$ cat config.mk
export PLATFORM = sky130hd
export DESIGN_NAME = fuzz_stim_sequencer_flat
export DESIGN_NICKNAME = d
export VERILOG_FILES = /design/src/rtl/fuzz_stim_sequencer_if.sv /design/src/rtl/fuzz_stim_sequencer.sv /design/src/flat_wrapper.sv
export SDC_FILE = /design/constraint.sdc
export NUM_CORES = 1
export LEC_CHECK = 0
export ABC_AREA = 1
export BUFFER_PORTS_ARGS = -buffer_cell sky130_fd_sc_hd__buf_4
export CAP_MARGIN = 20
export CORE_ASPECT_RATIO = 2
export CORE_MARGIN = 2
export CORE_UTILIZATION = 56
export CTS_CLUSTER_SIZE = 20
export DETAILED_ROUTE_END_ITERATION = 8
export GPL_TIMING_DRIVEN = 0
export MAX_ROUTING_LAYER = met4
export PLACE_DENSITY = 0.92
export SYNTH_ARGS = -nofsm -noshare
export SYNTH_HDL_FRONTEND = slang
export SYNTH_SLANG_ARGS = --single-unit
export TNS_END_PERCENT = 10
$ cat constraint.sdc
create_clock -name clk -period 18.5 [get_ports clk]
set_input_delay 0.925 -clock clk [delete_from_list [all_inputs] [get_ports clk]]
set_output_delay 0.925 -clock clk [all_outputs]
set_load 0.01 [all_outputs]
$ cat src/rtl/fuzz_stim_sequencer_if.sv
// Handshake and data bundle between the fuzz stimulus sequencer and its harness.
// The slave modport belongs to the sequencer; the master modport belongs to the harness side.
interface fuzz_stim_sequencer_if #(
    parameter int unsigned IN_W = 68,
    parameter int unsigned Y_W  = 82
);
    logic            start;
    logic            abort;
    logic [31:0]     seed;
    logic [15:0]     num_vec;
    logic [IN_W-1:0] dut_in;
    logic            dut_valid;
    logic [Y_W-1:0]  y_in;
    logic            busy;
    logic            done;
    logic [Y_W-1:0]  signature;
    logic [15:0]     vec_cnt;

    modport master (
        output start, abort, seed, num_vec, y_in,
        input  dut_in, dut_valid, busy, done, signature, vec_cnt
    );

    modport slave (
        input  start, abort, seed, num_vec, y_in,
        output dut_in, dut_valid, busy, done, signature, vec_cnt
    );
endinterface

$ cat src/rtl/fuzz_stim_sequencer.sv
// LFSR-driven stimulus generator and MISR response compactor for differential fuzz runs.
// Applies num_vec pseudo-random vectors, then compacts LAT-delayed DUT outputs into a signature.
module fuzz_stim_sequencer #(
    parameter int unsigned IN_W      = 68,
    parameter int unsigned Y_W       = 82,
    parameter int unsigned LAT       = 1,
    parameter logic [31:0] LFSR_POLY = 32'h80200003
) (
    input logic                  clk,
    input logic                  rst,
    fuzz_stim_sequencer_if.slave io_bus
);

    typedef enum logic [1:0] {
        StIdle,
        StRun,
        StDrain,
        StDone
    } state_e;

    state_e          r_state;
    state_e          w_state_d;
    logic [31:0]     r_lfsr;
    logic [31:0]     w_lfsr_d;
    logic [IN_W-1:0] r_dut_in;
    logic [IN_W-1:0] w_dut_in_d;
    logic            r_dut_valid;
    logic            w_dut_valid_d;
    logic [Y_W-1:0]  r_sig;
    logic [Y_W-1:0]  w_sig_d;
    logic [15:0]     r_vec_cnt;
    logic [15:0]     w_vec_cnt_d;
    logic [15:0]     r_num_vec;
    logic [15:0]     w_num_vec_d;
    logic [LAT-1:0]  r_cap;
    logic [LAT-1:0]  w_cap_d;

    logic [31:0]     w_lfsr_step;
    logic [31:0]     w_seed_eff;
    logic [15:0]     w_cnt_inc;
    logic            w_cap_en;
    logic            w_pipe_empty;

    assign w_lfsr_step  = r_lfsr[0] ? ((r_lfsr >> 1) ^ LFSR_POLY) : (r_lfsr >> 1);
    // An all-zero Galois LFSR never leaves zero, so a zero seed is remapped.
    assign w_seed_eff   = (io_bus.seed == 32'd0) ? 32'h1 : io_bus.seed;
    assign w_cnt_inc    = r_vec_cnt + 16'd1;
    assign w_cap_en     = r_cap[LAT-1];
    assign w_pipe_empty = !r_dut_valid && (r_cap == '0);

    always_comb begin
        w_state_d     = r_state;
        w_lfsr_d      = r_lfsr;
        w_dut_in_d    = r_dut_in;
        w_dut_valid_d = 1'b0;
        w_sig_d       = r_sig;
        w_vec_cnt_d   = r_vec_cnt;
        w_num_vec_d   = r_num_vec;
        w_cap_d       = (r_cap << 1) | LAT'(r_dut_valid);

        if (w_cap_en) begin
            w_sig_d = {r_sig[Y_W-2:0], r_sig[Y_W-1]} ^ io_bus.y_in;
        end

        unique case (r_state)
            StIdle, StDone: begin
                if (io_bus.start) begin
                    w_lfsr_d    = w_seed_eff;
                    w_sig_d     = '0;
                    w_vec_cnt_d = '0;
                    w_dut_in_d  = '0;
                    w_cap_d     = '0;
                    w_num_vec_d = io_bus.num_vec;
                    w_state_d   = (io_bus.num_vec != 16'd0) ? StRun : StDone;
                end
            end
            StRun: begin
                if (io_bus.abort) begin
                    w_sig_d   = r_sig;
                    w_cap_d   = '0;
                    w_state_d = StIdle;
                end else begin
                    w_lfsr_d      = w_lfsr_step;
                    // Shift form keeps this legal for IN_W == 32 as well.
                    w_dut_in_d    = (r_dut_in << 32) | IN_W'(w_lfsr_step);
                    w_dut_valid_d = 1'b1;
                    w_vec_cnt_d   = w_cnt_inc;
                    if (w_cnt_inc == r_num_vec) begin
                        w_state_d = StDrain;
                    end
                end
            end
            StDrain: begin
                if (io_bus.abort) begin
                    w_sig_d   = r_sig;
                    w_cap_d   = '0;
                    w_state_d = StIdle;
                end else if (w_pipe_empty) begin
                    w_state_d = StDone;
                end
            end
            default: begin
                w_state_d = StIdle;
            end
        endcase
    end

    always_ff @(posedge clk or posedge rst) begin
        if (rst) begin
            r_state     <= StIdle;
            r_lfsr      <= 32'h1;
            r_dut_in    <= '0;
            r_dut_valid <= 1'b0;
            r_sig       <= '0;
            r_vec_cnt   <= '0;
            r_num_vec   <= '0;
            r_cap       <= '0;
        end else begin
            r_state     <= w_state_d;
            r_lfsr      <= w_lfsr_d;
            r_dut_in    <= w_dut_in_d;
            r_dut_valid <= w_dut_valid_d;
            r_sig       <= w_sig_d;
            r_vec_cnt   <= w_vec_cnt_d;
            r_num_vec   <= w_num_vec_d;
            r_cap       <= w_cap_d;
        end
    end

    assign io_bus.dut_in    = r_dut_in;
    assign io_bus.dut_valid = r_dut_valid;
    assign io_bus.signature = r_sig;
    assign io_bus.vec_cnt   = r_vec_cnt;
    assign io_bus.busy      = (r_state == StRun) || (r_state == StDrain);
    assign io_bus.done      = (r_state == StDone);

endmodule

$ cat src/flat_wrapper.sv
// flat-port wrapper written by rule: the top's interface ports become plain ports
module fuzz_stim_sequencer_flat 
#(
    parameter int unsigned IN_W      = 68,
    parameter int unsigned Y_W       = 82,
    parameter int unsigned LAT       = 1,
    parameter logic [31:0] LFSR_POLY = 32'h80200003
)
  (clk, rst, io_bus_start, io_bus_abort, io_bus_seed, io_bus_num_vec, io_bus_y_in, io_bus_dut_in, io_bus_dut_valid, io_bus_busy, io_bus_done, io_bus_signature, io_bus_vec_cnt);
  fuzz_stim_sequencer_if #(.IN_W(IN_W), .Y_W(Y_W)) io_bus_i ();
  input logic clk;
  input logic rst;
  input wire logic [$bits(io_bus_i.start)-1:0] io_bus_start;
  input wire logic [$bits(io_bus_i.abort)-1:0] io_bus_abort;
  input wire logic [$bits(io_bus_i.seed)-1:0] io_bus_seed;
  input wire logic [$bits(io_bus_i.num_vec)-1:0] io_bus_num_vec;
  input wire logic [$bits(io_bus_i.y_in)-1:0] io_bus_y_in;
  output wire logic [$bits(io_bus_i.dut_in)-1:0] io_bus_dut_in;
  output wire logic [$bits(io_bus_i.dut_valid)-1:0] io_bus_dut_valid;
  output wire logic [$bits(io_bus_i.busy)-1:0] io_bus_busy;
  output wire logic [$bits(io_bus_i.done)-1:0] io_bus_done;
  output wire logic [$bits(io_bus_i.signature)-1:0] io_bus_signature;
  output wire logic [$bits(io_bus_i.vec_cnt)-1:0] io_bus_vec_cnt;
  assign io_bus_i.start = io_bus_start;
  assign io_bus_i.abort = io_bus_abort;
  assign io_bus_i.seed = io_bus_seed;
  assign io_bus_i.num_vec = io_bus_num_vec;
  assign io_bus_i.y_in = io_bus_y_in;
  assign io_bus_dut_in = io_bus_i.dut_in;
  assign io_bus_dut_valid = io_bus_i.dut_valid;
  assign io_bus_busy = io_bus_i.busy;
  assign io_bus_done = io_bus_i.done;
  assign io_bus_signature = io_bus_i.signature;
  assign io_bus_vec_cnt = io_bus_i.vec_cnt;
  fuzz_stim_sequencer #(.IN_W(IN_W), .Y_W(Y_W), .LAT(LAT), .LFSR_POLY(LFSR_POLY)) u_core (.clk(clk), .rst(rst), .io_bus(io_bus_i));
endmodule
==> results list <==
- STA puts the critical path data required time at 18.84 ns.
- The synthesized netlist occupies a cell area of ~0.010 mm^2.
- The number of failing hold endpoints at the final stage came to 0.
- Cell count after synthesis: 1163
- Worst-path maximum fanout: 10
- Among all cell types in the netlist, the one instantiated most often is sky130_fd_sc_hd__nand2_1.
- Setup total negative slack on the finished layout was measured at 0 ns.
- Post-detailed-placement cell area: 0.0126 mm^2
* Antenna violations before repair: 0
- The detailed router placed 10031 vias in this run.
- For this design the top-level I/O count stands at 303.
- Count of antenna diodes in the layout: 0
- The number of global-route vias before repair came to between 10000 and 15000.
- Setup repair after global routing left no endpoint under its margin.
* Headroom to the max-slew limit: between 40% and 50%
- Counting flops and latches in the post-synthesis netlist gives 218.
- Net switching is 40.6% of the power.
* Initial core utilization: 56.7%
* Number of setup violations in the final report: 0
- Of the post-synthesis cell area, the dominant cell type holds 54.1%.
- Crit end category: flip-flop
- From bottom edge to top edge, the die measures just under 200 um.
* Sink Count: 218
- Number of hold-repair buffers added at the cts stage: 0
- At the placement stage, the worst setup path has a slack of 15.62 ns.
- The first global-routing pass estimated 51000 um of wire.
- In this run the deepest clock path goes through 3 buffers.
- Cell internal power was estimated by the tool at 1.11 mW.
- Clock-pin slew on the worst setup and hold paths: 0.06 ns
- Arrival time reported for the critical path endpoint: 3.08 ns
* NumNets Final: 1626
* CTS H-Tree Depth: 1
- Slew at the pin with the worst max-slew slack: just over 0.8 ns
* Power share of the clock group: between 20% and 30%
- Per report_power, the sequential group accounts for 38.0% of the total.
- The die is about 99 um wide.
- The analysis attributes to cell leakage a power of 6.88 nW.
* Final clock period utilization by the worst path: 14.8%
- Total instance count after detailed placement: 1679
- After routing the design area is around 0.013 mm^2.
- After detailed routing, the number of remaining DRC violations is 0.
- Counting the fill cells in the layout gives 1289.
- The Yosys step of the flow raised 0 warnings.
- Number of maximum-capacitance violations: 0
- For this run, the total global-route usage over all layers was measured as between 30% and 40%.
* Final critical-path required period: 2.73 ns
- Wire length per cell: 18.7 um
* Classification of the worst setup path: flip-flop to flip-flop
- Derived from the worst setup path, the maximum achievable clock frequency is 366 MHz.
* Antenna-violating nets left: 0
* Number of standard cells in the final layout excluding fillers: ~1700
- By area the synthesized netlist is led by sky130_fd_sc_hd__dfrtp_1 (54%), sky130_fd_sc_hd__nand2_1 (10%), sky130_fd_sc_hd__nand3_1 (8.8%).
* Total die area: 0.0191 mm^2
* Number of violations reported at the end of detailed-routing iteration 0: 540
- Largest net degree at the start of global routing: 111
* Worst hold slack: 0.487 ns
- Summed over all nets, the switching power comes to roughly 0.76 mW.
- Mean area per synthesized cell: ~8.6 um^2
- The synthesized design contains 0 enable-type register cells.
- GRT Residual Overflow: 0
- Layout overhead on the synthesized area: 31.9%
- The run finished with clean final reports.
- Counting flops with an async set or reset pin after synthesis yields a share of 100%.
- After synthesis, the most frequently instantiated cells are sky130_fd_sc_hd__nand2_1 (271), sky130_fd_sc_hd__dfrtp_1 (217), sky130_fd_sc_hd__nand3_1 (177).
- Core area: about 0.018 mm^2
- Quantity of gates resized following cts: 0
- Buffer cell driving the clock tree root: sky130_fd_sc_hd__clkbuf_16
- Setup slack closes at 15.77 ns.
- The synthesized design spends more area on one cell type than any other, namely sky130_fd_sc_hd__dfrtp_1.
- CTS tree: yes
- Total wire length: between 30000 and 40000 um
- The floorplan has 69 rows.
- Min-delay worst type: flip-flop to flip-flop
- After detailed routing, the number of vias per cell comes to 5.86.
- The number of pins exceeding their max-slew limit in the final report is 0.
- Counting the buffers created by CTS gives 20.
- Proportion of power drawn by combinational gates: approximately two fifths
- Across the VDD grid, the largest voltage drop is 0.102 mV.
- Clock Latency Late Sink: 0.49 ns
* Sequential area share after synthesis: 54.4%
- Post-CTS setup buffer count: 0
- Crit path launch type: flip-flop
* Number of optimization iterations in the first detailed-route pass: 8
* Setup Skew: 0.00989 ns
- HPWL reported at the end of detailed placement: approximately 24000 um
* Post-synth cell types: 29
- Dividing total power by cell area gives a power density of ~140 mW/mm^2.
* Dominant register cell in the synthesized netlist: sky130_fd_sc_hd__dfrtp_1
- Number of buffers inserted by port buffering: 302
- Final weighted congestion in routability-driven placement: 0.928
- In the final layout, the share of cells above drive strength 1 is about a quarter.
- Mapped Nets: 1301
-- power groups by stage --
stage                     registers (mW)  logic, mW  clock network [mW]
after CTS                          0.707      0.749               0.411
final                              0.710      0.750               0.407
after floorplan                    0.728      0.394                   0
after global placement             0.706      0.718                   0
after global routing               0.723      0.825               0.430
after detailed placement           0.712      0.742                   0
-- cells in the final DEF, fill, tap and decap left out, types with 2 or more instances in the layout --
master                       count
sky130_fd_sc_hd__xor2_1          7
sky130_fd_sc_hd__nand4_1        13
sky130_fd_sc_hd__nand2_2         2
sky130_fd_sc_hd__nand2_1       271
sky130_fd_sc_hd__clkbuf_8        2
sky130_fd_sc_hd__nor2_4          5
sky130_fd_sc_hd__inv_1          86
sky130_fd_sc_hd__dfrtp_1       217
sky130_fd_sc_hd__buf_4         302
sky130_fd_sc_hd__buf_1           3
sky130_fd_sc_hd__clkinvlp_4      2
sky130_fd_sc_hd__xnor3_1         2
sky130_fd_sc_hd__nor4_1          9
sky130_fd_sc_hd__ha_1            4
sky130_fd_sc_hd__nor2_2          2
sky130_fd_sc_hd__a21oi_1        84
sky130_fd_sc_hd__nand3b_1        4
sky130_fd_sc_hd__clkbuf_16      21
sky130_fd_sc_hd__nand3_1       177
sky130_fd_sc_hd__o211ai_1       81
sky130_fd_sc_hd__nor2_1         23
sky130_fd_sc_hd__buf_2          10
sky130_fd_sc_hd__o21ai_0        92
sky130_fd_sc_hd__o22ai_1        10
sky130_fd_sc_hd__clkbuf_1       59
-- worst paths after layout --
check                                  start                        to  slack, ns  cells after the start
min in group asynchronous                rst  u_core.io_bus.dut_in[57]       0.55                      2
hold reg to reg            u_core.r_lfsr[30]         u_core.r_lfsr[30]       0.49                      2
max in group asynchronous                rst  u_core.io_bus.dut_in[39]      16.93                      3
setup / recovery           u_core.r_state[0]  u_core.io_bus.dut_in[23]      15.77                      8
hold / removal             u_core.r_lfsr[30]         u_core.r_lfsr[30]       0.49                      2
setup reg to reg           u_core.r_state[0]  u_core.io_bus.dut_in[23]      15.77                      8
-- logic make-up (layout without fill, tap and decap cells) --
group                    Yosys count  in the layout  share of synthesized area [%]
buffers and inverters            154            491                           5.89
AND/OR/NAND/NOR                  508            508                           22.4
adder cells (fa/ha/maj)            4              4                          0.499
flip-flops                       218            218                           54.4
XOR/XNOR                          10             10                           1.15
AO/OA/AOI/OAI                    269            269                           15.6
-- per-layer routing --
layer / routed length [um] / global-route usage (%)
met2: 17100 / 60.1
met3: 2250 / 6.03
met4: 2090 / 19.6
met5: 0 / -
met1: 10500 / 33.9
-- through the flow --
step / util, % / power [mW]
floorplan: - / 1.12
global placement: 71.0 / 1.42
detailed placement: 71.2 / 1.45
CTS: 74.7 / 1.87
global route: 74.7 / 1.98
finish: 74.7 / 1.87
-- state kept, by name, indices dropped and copies added, names as in the netlist --
signal,count
u_core.io_bus.signature,82
u_core.io_bus.dut_in,68
u_core.r_lfsr,32
u_core.io_bus.vec_cnt,16
u_core.r_num_vec,16
u_core.r_state,2
u_core.io_bus.dut_valid,1
u_core.r_cap,1
-- worst max-delay path, cell delays in order (launching register included) --
cell and delay (ns):
sky130_fd_sc_hd__dfrtp_1 0.40, sky130_fd_sc_hd__inv_1 0.06, sky130_fd_sc_hd__ha_1 0.33, sky130_fd_sc_hd__nand2_1 0.29, sky130_fd_sc_hd__nor2_1 0.54, sky130_fd_sc_hd__nor2_1 0.21, sky130_fd_sc_hd__inv_1 0.19, sky130_fd_sc_hd__clkbuf_1 0.41
sky130_fd_sc_hd__o21ai_0 0.16
-- cell type report --
cell class / instances / area [um^2] / area share (%)
buffer: 65 / 256 / 1.94
clock buffer: 30 / 579 / 4.38
clock inverter: 4 / 50.0 / 0.378
inverter: 89 / 342 / 2.58
multi-input combinational: 791 / 3980 / 30.1
sequential: 218 / 5460 / 41.2
tap: 213 / 267 / 2.01
timing repair buffer: 303 / 2290 / 17.3
(Power assumes the default switching activity.)
